<file path="src/rtl/alu_sequencer.sv">
// Multi-cycle issue sequencer: accepts one instruction, reads two operands,
// drives the ALU, writes the result back and maintains the C/Z/P flags.
module alu_sequencer #(
    parameter int unsigned DW = 8,
    parameter int unsigned AW = 3
) (
    input  logic                clk,
    input  logic                reset,
    input  logic [2*AW+2:0]     instr,
    input  logic                instr_valid,
    output logic                instr_ready,
    output logic [AW-1:0]       rf_raddr_a,
    output logic [AW-1:0]       rf_raddr_b,
    input  logic [DW-1:0]       rf_rdata_a,
    input  logic [DW-1:0]       rf_rdata_b,
    output logic                rf_we,
    output logic [AW-1:0]       rf_waddr,
    output logic [DW-1:0]       rf_wdata,
    output logic [2:0]          alu_cmd,
    output logic [DW-1:0]       alu_inA,
    output logic [DW-1:0]       alu_inB,
    output logic                alu_sc_i,
    input  logic [DW-1:0]       alu_rslt,
    input  logic                alu_sc_o,
    input  logic                alu_zero,
    input  logic                alu_pari,
    output logic                flag_c,
    output logic                flag_z,
    output logic                flag_p,
    output logic                done,
    output logic                err
);

    localparam int unsigned OPW = 3;
    localparam int unsigned IW  = OPW + 2 * AW;

    localparam logic [OPW-1:0] OP_ADD  = 3'd0;
    localparam logic [OPW-1:0] OP_ROTL = 3'd1;
    localparam logic [OPW-1:0] OP_NAND = 3'd2;
    localparam logic [OPW-1:0] OP_SUB  = 3'd3;
    localparam logic [OPW-1:0] OP_CMP  = 3'd4;
    localparam logic [OPW-1:0] OP_MOV  = 3'd5;
    localparam logic [OPW-1:0] OP_CLRC = 3'd6;

    localparam logic [2:0] CMD_ADD  = 3'b000;
    localparam logic [2:0] CMD_ROTL = 3'b001;
    localparam logic [2:0] CMD_NAND = 3'b010;
    localparam logic [2:0] CMD_SUB  = 3'b011;

    typedef enum logic [1:0] {
        S_IDLE,
        S_READ,
        S_EXEC,
        S_WB
    } state_t;

    state_t           state_q, state_d;
    logic [IW-1:0]    instr_q, instr_d;
    logic             sc_q, sc_d;
    logic             zero_q, zero_d;
    logic             pari_q, pari_d;
    logic [2:0]       alu_cmd_q, alu_cmd_d;
    logic [DW-1:0]    alu_ina_q, alu_ina_d;
    logic [DW-1:0]    alu_inb_q, alu_inb_d;
    logic             alu_sci_q, alu_sci_d;
    logic             rf_we_q, rf_we_d;
    logic [AW-1:0]    rf_waddr_q, rf_waddr_d;
    logic [DW-1:0]    rf_wdata_q, rf_wdata_d;
    logic             done_q, done_d;
    logic             err_q, err_d;
    logic             flag_c_q, flag_c_d;
    logic             flag_z_q, flag_z_d;
    logic             flag_p_q, flag_p_d;

    logic [OPW-1:0]   op;
    logic [AW-1:0]    rd;
    logic [AW-1:0]    rs;
    logic             op_writes;
    logic             op_all_flags;

    assign op           = instr_q[IW-1 -: OPW];
    assign rd           = instr_q[2*AW-1 -: AW];
    assign rs           = instr_q[AW-1:0];
    assign op_writes    = (op == OP_ADD) || (op == OP_ROTL) || (op == OP_NAND) ||
                          (op == OP_SUB) || (op == OP_MOV);
    assign op_all_flags = (op == OP_ADD) || (op == OP_ROTL) || (op == OP_NAND) ||
                          (op == OP_SUB) || (op == OP_CMP);

    assign instr_ready = (state_q == S_IDLE);
    assign rf_raddr_a  = rd;
    assign rf_raddr_b  = rs;

    // Next-state and datapath register updates
    always_comb begin
        state_d    = state_q;
        instr_d    = instr_q;
        sc_d       = sc_q;
        zero_d     = zero_q;
        pari_d     = pari_q;
        alu_cmd_d  = alu_cmd_q;
        alu_ina_d  = alu_ina_q;
        alu_inb_d  = alu_inb_q;
        alu_sci_d  = alu_sci_q;
        rf_we_d    = 1'b0;
        rf_waddr_d = rf_waddr_q;
        rf_wdata_d = rf_wdata_q;
        done_d     = 1'b0;
        err_d      = 1'b0;
        flag_c_d   = flag_c_q;
        flag_z_d   = flag_z_q;
        flag_p_d   = flag_p_q;

        case (state_q)
            S_IDLE: begin
                if (instr_valid) begin
                    instr_d = instr;
                    state_d = S_READ;
                end
            end
            S_READ: begin
                // Operand latches double as the ALU drive registers seen in EXEC
                alu_sci_d = flag_c_q;
                case (op)
                    OP_ADD: begin
                        alu_cmd_d = CMD_ADD;
                        alu_ina_d = rf_rdata_a;
                        alu_inb_d = rf_rdata_b;
                    end
                    OP_ROTL: begin
                        alu_cmd_d = CMD_ROTL;
                        alu_ina_d = rf_rdata_a;
                        alu_inb_d = DW'(0);
                    end
                    OP_NAND: begin
                        alu_cmd_d = CMD_NAND;
                        alu_ina_d = rf_rdata_a;
                        alu_inb_d = rf_rdata_b;
                    end
                    OP_SUB, OP_CMP: begin
                        alu_cmd_d = CMD_SUB;
                        alu_ina_d = rf_rdata_a;
                        alu_inb_d = rf_rdata_b;
                    end
                    OP_MOV: begin
                        alu_cmd_d = CMD_ADD;
                        alu_ina_d = DW'(0);
                        alu_inb_d = rf_rdata_b;
                    end
                    default: begin
                        alu_sci_d = alu_sci_q;
                    end
                endcase
                state_d = S_EXEC;
            end
            S_EXEC: begin
                sc_d       = alu_sc_o;
                zero_d     = alu_zero;
                pari_d     = alu_pari;
                rf_waddr_d = rd;
                if (op_writes) begin
                    rf_wdata_d = alu_rslt;
                end
                rf_we_d    = op_writes;
                done_d     = 1'b1;
                err_d      = (op == 3'd7);
                state_d    = S_WB;
            end
            S_WB: begin
                if (op_all_flags) begin
                    flag_c_d = sc_q;
                    flag_z_d = zero_q;
                    flag_p_d = pari_q;
                end else if (op == OP_MOV) begin
                    flag_z_d = zero_q;
                    flag_p_d = pari_q;
                end else if (op == OP_CLRC) begin
                    flag_c_d = 1'b0;
                end
                state_d = S_IDLE;
            end
            default: begin
                state_d = S_IDLE;
            end
        endcase
    end

    always_ff @(posedge clk) begin
        if (reset) begin
            state_q    <= S_IDLE;
            instr_q    <= '0;
            sc_q       <= 1'b0;
            zero_q     <= 1'b0;
            pari_q     <= 1'b0;
            alu_cmd_q  <= '0;
            alu_ina_q  <= '0;
            alu_inb_q  <= '0;
            alu_sci_q  <= 1'b0;
            rf_we_q    <= 1'b0;
            rf_waddr_q <= '0;
            rf_wdata_q <= '0;
            done_q     <= 1'b0;
            err_q      <= 1'b0;
            flag_c_q   <= 1'b0;
            flag_z_q   <= 1'b0;
            flag_p_q   <= 1'b0;
        end else begin
            state_q    <= state_d;
            instr_q    <= instr_d;
            sc_q       <= sc_d;
            zero_q     <= zero_d;
            pari_q     <= pari_d;
            alu_cmd_q  <= alu_cmd_d;
            alu_ina_q  <= alu_ina_d;
            alu_inb_q  <= alu_inb_d;
            alu_sci_q  <= alu_sci_d;
            rf_we_q    <= rf_we_d;
            rf_waddr_q <= rf_waddr_d;
            rf_wdata_q <= rf_wdata_d;
            done_q     <= done_d;
            err_q      <= err_d;
            flag_c_q   <= flag_c_d;
            flag_z_q   <= flag_z_d;
            flag_p_q   <= flag_p_d;
        end
    end

    assign alu_cmd  = alu_cmd_q;
    assign alu_inA  = alu_ina_q;
    assign alu_inB  = alu_inb_q;
    assign alu_sc_i = alu_sci_q;
    assign rf_we    = rf_we_q;
    assign rf_waddr = rf_waddr_q;
    assign rf_wdata = rf_wdata_q;
    assign done     = done_q;
    assign err      = err_q;
    assign flag_c   = flag_c_q;
    assign flag_z   = flag_z_q;
    assign flag_p   = flag_p_q;

endmodule
</file>
<file path="config.mk">
export PLATFORM = sky130hd
export DESIGN_NAME = alu_sequencer
export DESIGN_NICKNAME = d
export VERILOG_FILES = /design/src/rtl/alu_sequencer.sv
export SDC_FILE = /design/constraint.sdc
export NUM_CORES = 1
export LEC_CHECK = 0
export BUFFER_PORTS_ARGS = -buffer_cell sky130_fd_sc_hd__buf_2
export CAP_MARGIN = 15
export CORE_MARGIN = 4
export CORE_UTILIZATION = 47
export DETAILED_ROUTE_END_ITERATION = 10
export GPL_TIMING_DRIVEN = 0
export PLACE_DENSITY = 0.78
export RECOVER_POWER = 100
export SLEW_MARGIN = 5
export SYNTH_ARGS = -nofsm -noshare
export SYNTH_HDL_FRONTEND = slang
export SYNTH_SLANG_ARGS = --single-unit
</file>
<file path="constraint.sdc">
create_clock -name clk -period 1.6 [get_ports clk]
set_input_delay 0.16 -clock clk [delete_from_list [all_inputs] [get_ports clk]]
set_output_delay 0.16 -clock clk [all_outputs]
set_load 0.01 [all_outputs]
</file>
## Word level (Yosys, flattened, before mapping)

Cells that the tools add are included.

- Flip-flop bits (word level): 51
- Output and inout port bits: 44
- Word-level logic and storage cells: 69
- Input bits: 39

- Bitwise operators: 1
- Eq/ne operators: 12
- Reductions and logical operators: 26
- Muxes and demuxes: 13

Operator list:

| cell | count |
|---|---|
| 8-bit one-hot mux with 2 select lines | 2 |
| 2-bit AND reduction | 7 |
| 3-bit equality test, second input constant | 4 |
| 3-bit one-hot mux with 4 select lines | 1 |
| 5-bit OR reduction | 2 |
| 1-bit two-way mux | 8 |
| 2-bit one-hot mux with 4 select lines | 1 |
| 2-bit nonzero test | 4 |
| 3-bit by 2-bit equality test with 1-bit output, second input constant | 2 |
| 2-bit OR reduction | 3 |
| 6-bit OR reduction | 1 |
| 1-bit logical OR | 5 |
| 2-bit equality test, second input constant | 2 |
| 2-bit != test, second input constant | 2 |
| 4-bit nonzero test | 1 |
| 3-bit by 1-bit equality test with 1-bit output, second input constant | 1 |
| 3-bit logical NOT | 1 |
| 3-bit AND reduction | 1 |
| 2-bit by 1-bit equality test with 1-bit output, second input constant | 1 |
| 2-bit logical NOT | 1 |
| 2-bit two-way mux | 1 |
| 1-bit NOT | 1 |

## Logic depth before layout (Yosys ltp)

Gate-level depths: netlist (run 1).

- Depth after elaboration: 7
- Gate-level depth with buffers: 6
- Gate-level depth less buffers: 5

## Worst setup path after synthesis (run 1)

Ideal clock, no wire load.

- Path type: register to register
- From: reg state_q[1]
- To: reg alu_ina_q[0], in the netlist alu_inA[0]
- Data required time: 1.483 ns
- Buffers on the path: 1
- Cell stages (with the launch flop): 7
- Arrival time: 1.255 ns
- Setup slack: 0.228 ns
- Setup time: 0.117 ns
- Clock period less this slack: 1.372 ns
- Cells stage by stage: dfxtp_1 -> inv_1 -> ha_1 -> a21boi_2 -> nor2_2 -> buf_4 -> a22o_1

- Cells in the longest elaborated chain, start to end: 2

RTL lines:

| element | line | source |
|---|---|---|
| start: declaration | 57 | `state_t state_q, state_d;` |
| start signal: assignment | 207 | `state_q <= state_d;` |
| 2-bit by 1-bit equality test with 1-bit output | 113 | `case (state_q)` |
| 2-bit AND reduction (no line) | -- |  |
| end signal: assignment | 213 | `alu_ina_q <= alu_ina_d;` |
| end: declaration | 63 | `logic [DW-1:0] alu_ina_q, alu_ina_d;` |

Every way passes these cells.
A chain may end at the register's enable or synchronous reset.

## Worst setup path after layout (run 1)

Ends and elaborated chain as after synthesis.

==> results of run 1 <==
## cell usage in the layout (no fill, tap or decap), types with 2 or more instances in the layout
cell type / n
nand2_1: 10
clkbuf_1: 46
nor2_1: 14
buf_2: 44
dfxtp_1: 50
nand3_1: 9
nand2b_1: 18
mux2i_1: 18
o21ai_0: 2
nor2b_1: 3
clkbuf_8: 6
inv_1: 2
clkbuf_4: 3
buf_4: 5
buf_6: 2
ha_1: 3
a21oi_1: 12
nor3b_1: 2
a22o_1: 16
## layout make-up
type	instances	share of cell area (%)
plain buffers	19	4.80
clock buffers	7	3.42
clock inverters	1	0.198
inverters	3	0.446
multi-input cells	123	35.2
flip-flops and latches	50	39.6
well taps	50	2.48
repair buffers	80	13.9
## timing repair
item	in CTS	in global routing
gates resized for setup	1	2
endpoints found under the hold margin	0	0
buffers inserted	0	0
pin swaps	1	1
setup endpoints to repair	14	15
## report_power, final
group          switching, uW  internal [uW]
clock                    387            349
sequential               167           1500
combinational            727            581
## critical path, delay by kind of cell (launching register included)
kind                       cells  cell delay [ps]
DFF                            1              350
and+or+nand+nor                1               70
adders and majority gates      1              220
AOI/OAI and AO/OA              2              480
buffers and inverters          2              270
## sequential cells by signal, indices dropped and copies added (netlist names), 2 cells and up
| signal | count |
|---|---|
| rf_waddr | 3 |
| rf_wdata | 8 |
| alu_inA | 8 |
| instr_q | 9 |
| alu_cmd | 2 |
| state_q | 2 |
| alu_inB | 8 |
## path summary, 6_finish.rpt
path | from | end | slack, ps | cells past startpoint
worst min-delay path | rf_rdata_b[7] | alu_inB[7] | 70 | 2
worst max register to register | state_q[1] | alu_inA[0] | 110 | 6
worst max-delay path | state_q[1] | alu_inA[0] | 110 | 6
worst min register to register | instr_q[2] | instr_q[2] | 460 | 2
## metal layers
metal / share of wire (%) / up-vias / wire (um)
met3: 11 / 6 / 488
met4: 1.0 / 0 / 43
met5: 0 / - / 0
li1: - / 836 / -
met2: 43 / 60 / 1840
met1: 44 / 721 / 1900
## cell families after synthesis
kind of cell,Yosys count,synth area share [%]
compound gates,39,15.4
other cells,1,0.187
flops,50,49.8
buf+inv,22,6.67
fa+ha+maj,4,2.49
mux,18,8.97
simple gates,61,16.4
## stage by stage
stage / instance area (um2) / total power (uW) / hold WS, ps / std cells
after floorplan: 2010 / 2610 / 285 / 195
after detailed placement: 2470 / 3040 / 377 / 325
after global placement: 2470 / 3020 / 372 / 325
after global routing: 2530 / 3950 / 67.7 / 333
after CTS: 2570 / 3790 / 67.8 / 333
final: 2530 / 3710 / 72.7 / 333
==> impl_metrics.csv, run 1 <==
group,metric,value,unit
finish,regArea,1000,um2
synthesis,syn_area,2010,um2
timing,report.final.slew_viol_count,0,
drt,drtAntennaViolNets,0,
drt,drc,0,
finish,area_growth,25.8,%
clocking,htree_levels,2,
clocking,insertion_delay,300,ps
drt,first_iter_violations,48,
synthesis,synth_edf_count,0,
clocking,cts_tree,"done",
global_routing,grtUsageMet3,6.70,%
pwr,powerDensity,1470,nW/um2
placed_design,dp.final_hpwl,3.12,mm
clocking,clockBufferDepth,2,
drt,post_drt_wl_per_cell,12.8,um
timing,tns,0,ps
drt,vias,1623,
die,pin_count,83,
critical_path,critPathSlowestCell,"dfxtp_1",
global_routing,grt_overflow_total,0,
placed_design,dp_slack,4.73,ps
global_routing,grt_util_all_layers,15.6,%
finish,post-route-util,62.3,%
synthesis,synth.top_cells.by_area,"dfxtp_1 (50%), mux2i_1 (9.0%), a22o_1 (7.0%)",
synthesis,syn_inst,195,
synthesis,yosysMostFrequentCell,"dfxtp_1",
finish,fin_nets,325,
critical_path,endpoint_kind,"register",
finish,layout-drive-gt1-share,24.7,%
clocking,cts-buffers-inserted,5,
die,die_width,73.4,um
synthesis,synth_top_area_cell,"dfxtp_1",
synthesis,yosys-top-cells-count,"dfxtp_1 (50), mux2i_1 (18), nand2b_1 (18)",
placed_design,place_congestion,0.693,
critical_path,max_stage_delay,350,ps
timing,period_minus_slack,1490,ps
timing,rsz0062_at_grt,"no",
global_routing,met1_usage,19.3,%
critical_path,startpoint_type,"register",
clocking,clkSinkCount,50,
drt,dr.pass1.iters,4,
timing,fmax,670,MHz
timing,setup_viol,0,
critical_path,cp.required,1790,ps
synthesis,synthArstFlopShare,0,%
drt,via_per_inst,4.87,
global_routing,use_met2,24.7,%
die,rows,23,
global_routing,grt_pass1_vias,1493,
die,core_region_area,4060,um2
synthesis,yosys_warnings,0,
synthesis,yosysTopAreaCellShare,49.8,%
timing,skew,8.23,ps
clocking,hold_buffers,0,
placed_design,io_buffers,80,
synthesis,syn_area_per_cell,10.3,um2
critical_path,path_cells,"inv_1 -> ha_2 -> a21boi_4 -> nor2_4 -> buf_4 -> a22o_1",
clocking,cts_root_buf,"clkbuf_8",
critical_path,crit_fanout,10,
timing,finalHoldViolCount,0,
finish,multi_input_area,888,um2
timing,slew_headroom,64.8,%
synthesis,ys.flop_type,"dfxtp_1",
global_routing,busiest_layer,"met2",
synthesis,synth_nets,238,
global_routing,grt_start_max_net_pins,15,
die,initial_utilization,49.5,%
finish,n_antenna_cell,0,
synthesis,synth.yosys.seq_area_share,49.8,%
critical_path,crit_type,"register to register",
timing,fin_crit_sh,93.3,%
timing,worst_slack,107,ps
die,dieArea,5380,um2
timing,tightest_slew,527,ps
global_routing,grt_pass1_wl,6.64,mm
drt,wirelength,4.28,mm
pwr,vdd_ir_drop_max,0.000771,V
critical_path,worstPathArrival,1680,ps
hold_path,hold_path_class,"input pin to register",
pwr,p_leak,0.00104,uW
run,drv_cap,0,
die,die_y,73.4,um
global_routing,antenna_found_initial,0,
finish,num-fill-cells,370,
clocking,clkTransAtPathRegs,90,ps
synthesis,ys_types,33,
outcome,status,"completed",
synthesis,yosys_register_bits,50,
Note: power is estimated with default switching activity, not from simulation.
==> run 2: changes to the inputs <==
--- a/config.mk
+++ b/config.mk
@@ -8,10 +8,11 @@
 export BUFFER_PORTS_ARGS = -buffer_cell sky130_fd_sc_hd__buf_2
 export CAP_MARGIN = 15
 export CORE_MARGIN = 4
-export CORE_UTILIZATION = 47
+export CORE_UTILIZATION = 49
+export CTS_BUF_LIST = sky130_fd_sc_hd__clkbuf_2
 export DETAILED_ROUTE_END_ITERATION = 10
 export GPL_TIMING_DRIVEN = 0
-export PLACE_DENSITY = 0.78
+export PLACE_DENSITY = 0.81
 export RECOVER_POWER = 100
 export SLEW_MARGIN = 5
 export SYNTH_ARGS = -nofsm -noshare
==> impl_metrics.csv, run 2 (synthesized netlist as in run 1, its figures left out) <==
group,metric,value,unit
global_routing,grt_start_max_net_pins,16,
critical_path,max_stage_delay,400,ps
outcome,status,"completed",
global_routing,grt_util_all_layers,19.7,%
die,core_region_area,3970,um2
placed_design,place_congestion,0.733,
die,dieArea,5190,um2
critical_path,endpoint_kind,"register",
die,rows,23,
finish,final_cell_mix,"buf_2 (71), dfxtp_1 (48), dlygate4sd3_1 (36)",
finish,layout-drive-gt1-share,31.6,%
global_routing,met1_usage,24.4,%
critical_path,crit_fanout,10,
hold_path,worstHoldPathCells,2,
timing,finalHoldViolCount,0,
pwr,p_leak,0.00132,uW
die,die_y,72.0,um
clocking,cts_root_buf,"clkbuf_2",
clocking,htree_levels,2,
placed_design,io_buffers,80,
global_routing,antenna_found_initial,0,
finish,top_register,"instr_q",
timing,report.final.slew_viol_count,0,
finish,fin_cells,370,
placed_design,dp_slack,-35.5,ps
drt,first_iter_violations,61,
critical_path,worstPathArrival,1890,ps
global_routing,grt_pass1_wl,8.11,mm
global_routing,grt_pass1_vias,1812,
clocking,insertion_delay,420,ps
clocking,clockBufferDepth,2,
critical_path,critPathSlowestCell,"dfxtp_2",
finish,largest_reg_flops,9,
clocking,cts_tree,"done",
die,initial_utilization,50.6,%
critical_path,path_cells,"inv_1 -> ha_1 -> clkbuf_1 -> nand3_1 -> a21oi_1",
finish,stdcell_area,2940,um2
critical_path,ff2ff_setup_slack,70,ps
global_routing,grtUsageMet3,4.29,%
placed_design,dp.final_hpwl,3.22,mm
drt,via_per_inst,4.89,
pwr,powerDensity,1350,nW/um2
timing,skew,19.8,ps
hold_path,hold_path_class,"input pin to register",
global_routing,grt_overflow_total,0,
drt,dr.pass1.iters,4,
placed_design,placed_cells,325,
finish,area_growth,46.4,%
timing,fmax,653,MHz
global_routing,use_met2,33.3,%
timing,worst_slack,68.2,ps
timing,setup_viol,0,
pwr,vdd_ir_drop_max,0.00101,V
clocking,cts-buffers-inserted,5,
drt,drtAntennaViolNets,0,
run,drv_cap,0,
clocking,clkTransAtPathRegs,240,ps
placed_design,placed_cell_area,2470,um2
critical_path,crit_type,"register to register",
timing,fin_crit_sh,95.7,%
drt,vias,1809,
critical_path,r2r_cells,5,
finish,n_antenna_cell,0,
critical_path,cp.required,1960,ps
finish,fin_nets,362,
die,die_width,72.0,um
critical_path,startpoint_type,"register",
drt,post_drt_wl_per_cell,13.5,um
drt,wirelength,4.98,mm
global_routing,busiest_layer,"met2",
clocking,clkSinkCount,50,
timing,period_minus_slack,1530,ps
finish,layout_commonest_cell,"buf_2",
die,pin_count,83,
timing,tns,0,ps
drt,drc,0,
run 2: per-layer routing:
| metal | up-vias | routed length (um) |
|---|---|---|
| li1 | 911 | - |
| met1 | 820 | 2180 |
| met2 | 68 | 2380 |
| met3 | 10 | 327 |
| met4 | 0 | 91 |
| met5 | - | 0 |
run 2: per-stage QoR:
stage	power (uW)	utilization [%]	hold WS (ps)
floorplan	2610	-	285
global placement	3010	62.2	371
detailed placement	3040	62.2	373
CTS	3940	74.0	47.6
global route	4190	74.0	28.0
finish	3960	74.0	58.8
run 2: worst paths after layout:
check / from / endpoint
worst max register to register: state_q[1] / instr_q[7]
worst max-delay path: state_q[1] / instr_q[7]
worst min-delay path: reset / done
worst min register to register: instr_q[0] / instr_q[0]
run 2: cell type report:
| type | count | area, um2 |
|---|---|---|
| flip-flops and latches | 50 | 1000 |
| well taps | 50 | 62.6 |
| inverters | 3 | 11.3 |
| fillers | 285 | 1030 |
| clock buffers | 5 | 25.0 |
| clock inverters | 3 | 63.8 |
| repair buffers | 117 | 752 |
| multi-input cells | 123 | 898 |
| plain buffers | 19 | 123 |
run 2: timing repair:
item | in CTS | in global routing
setup endpoints to repair | 15 | 11
endpoints found under the hold margin | 36 | 0
buffers inserted | 1 | 0
resized for setup | 2 | 4
pin swaps | 1 | 0
hold buffers | 36 | 0
run 2: report_power, final:
group          switching [uW]  internal (uW)  total [uW]
clock network             387            415         803
logic                     776            700        1480
registers                 176           1510        1680
total                    1340           2620        3960
run 2: worst max-delay path: cells and delay by family, from the launching register on:
kind | cells | cell delay [ps]
adder cells (fa/ha/maj) | 1 | 270
flip-flops | 1 | 400
AO/OA/AOI/OAI | 1 | 140
AND/OR/NAND/NOR | 1 | 160
buffers and inverters | 2 | 510
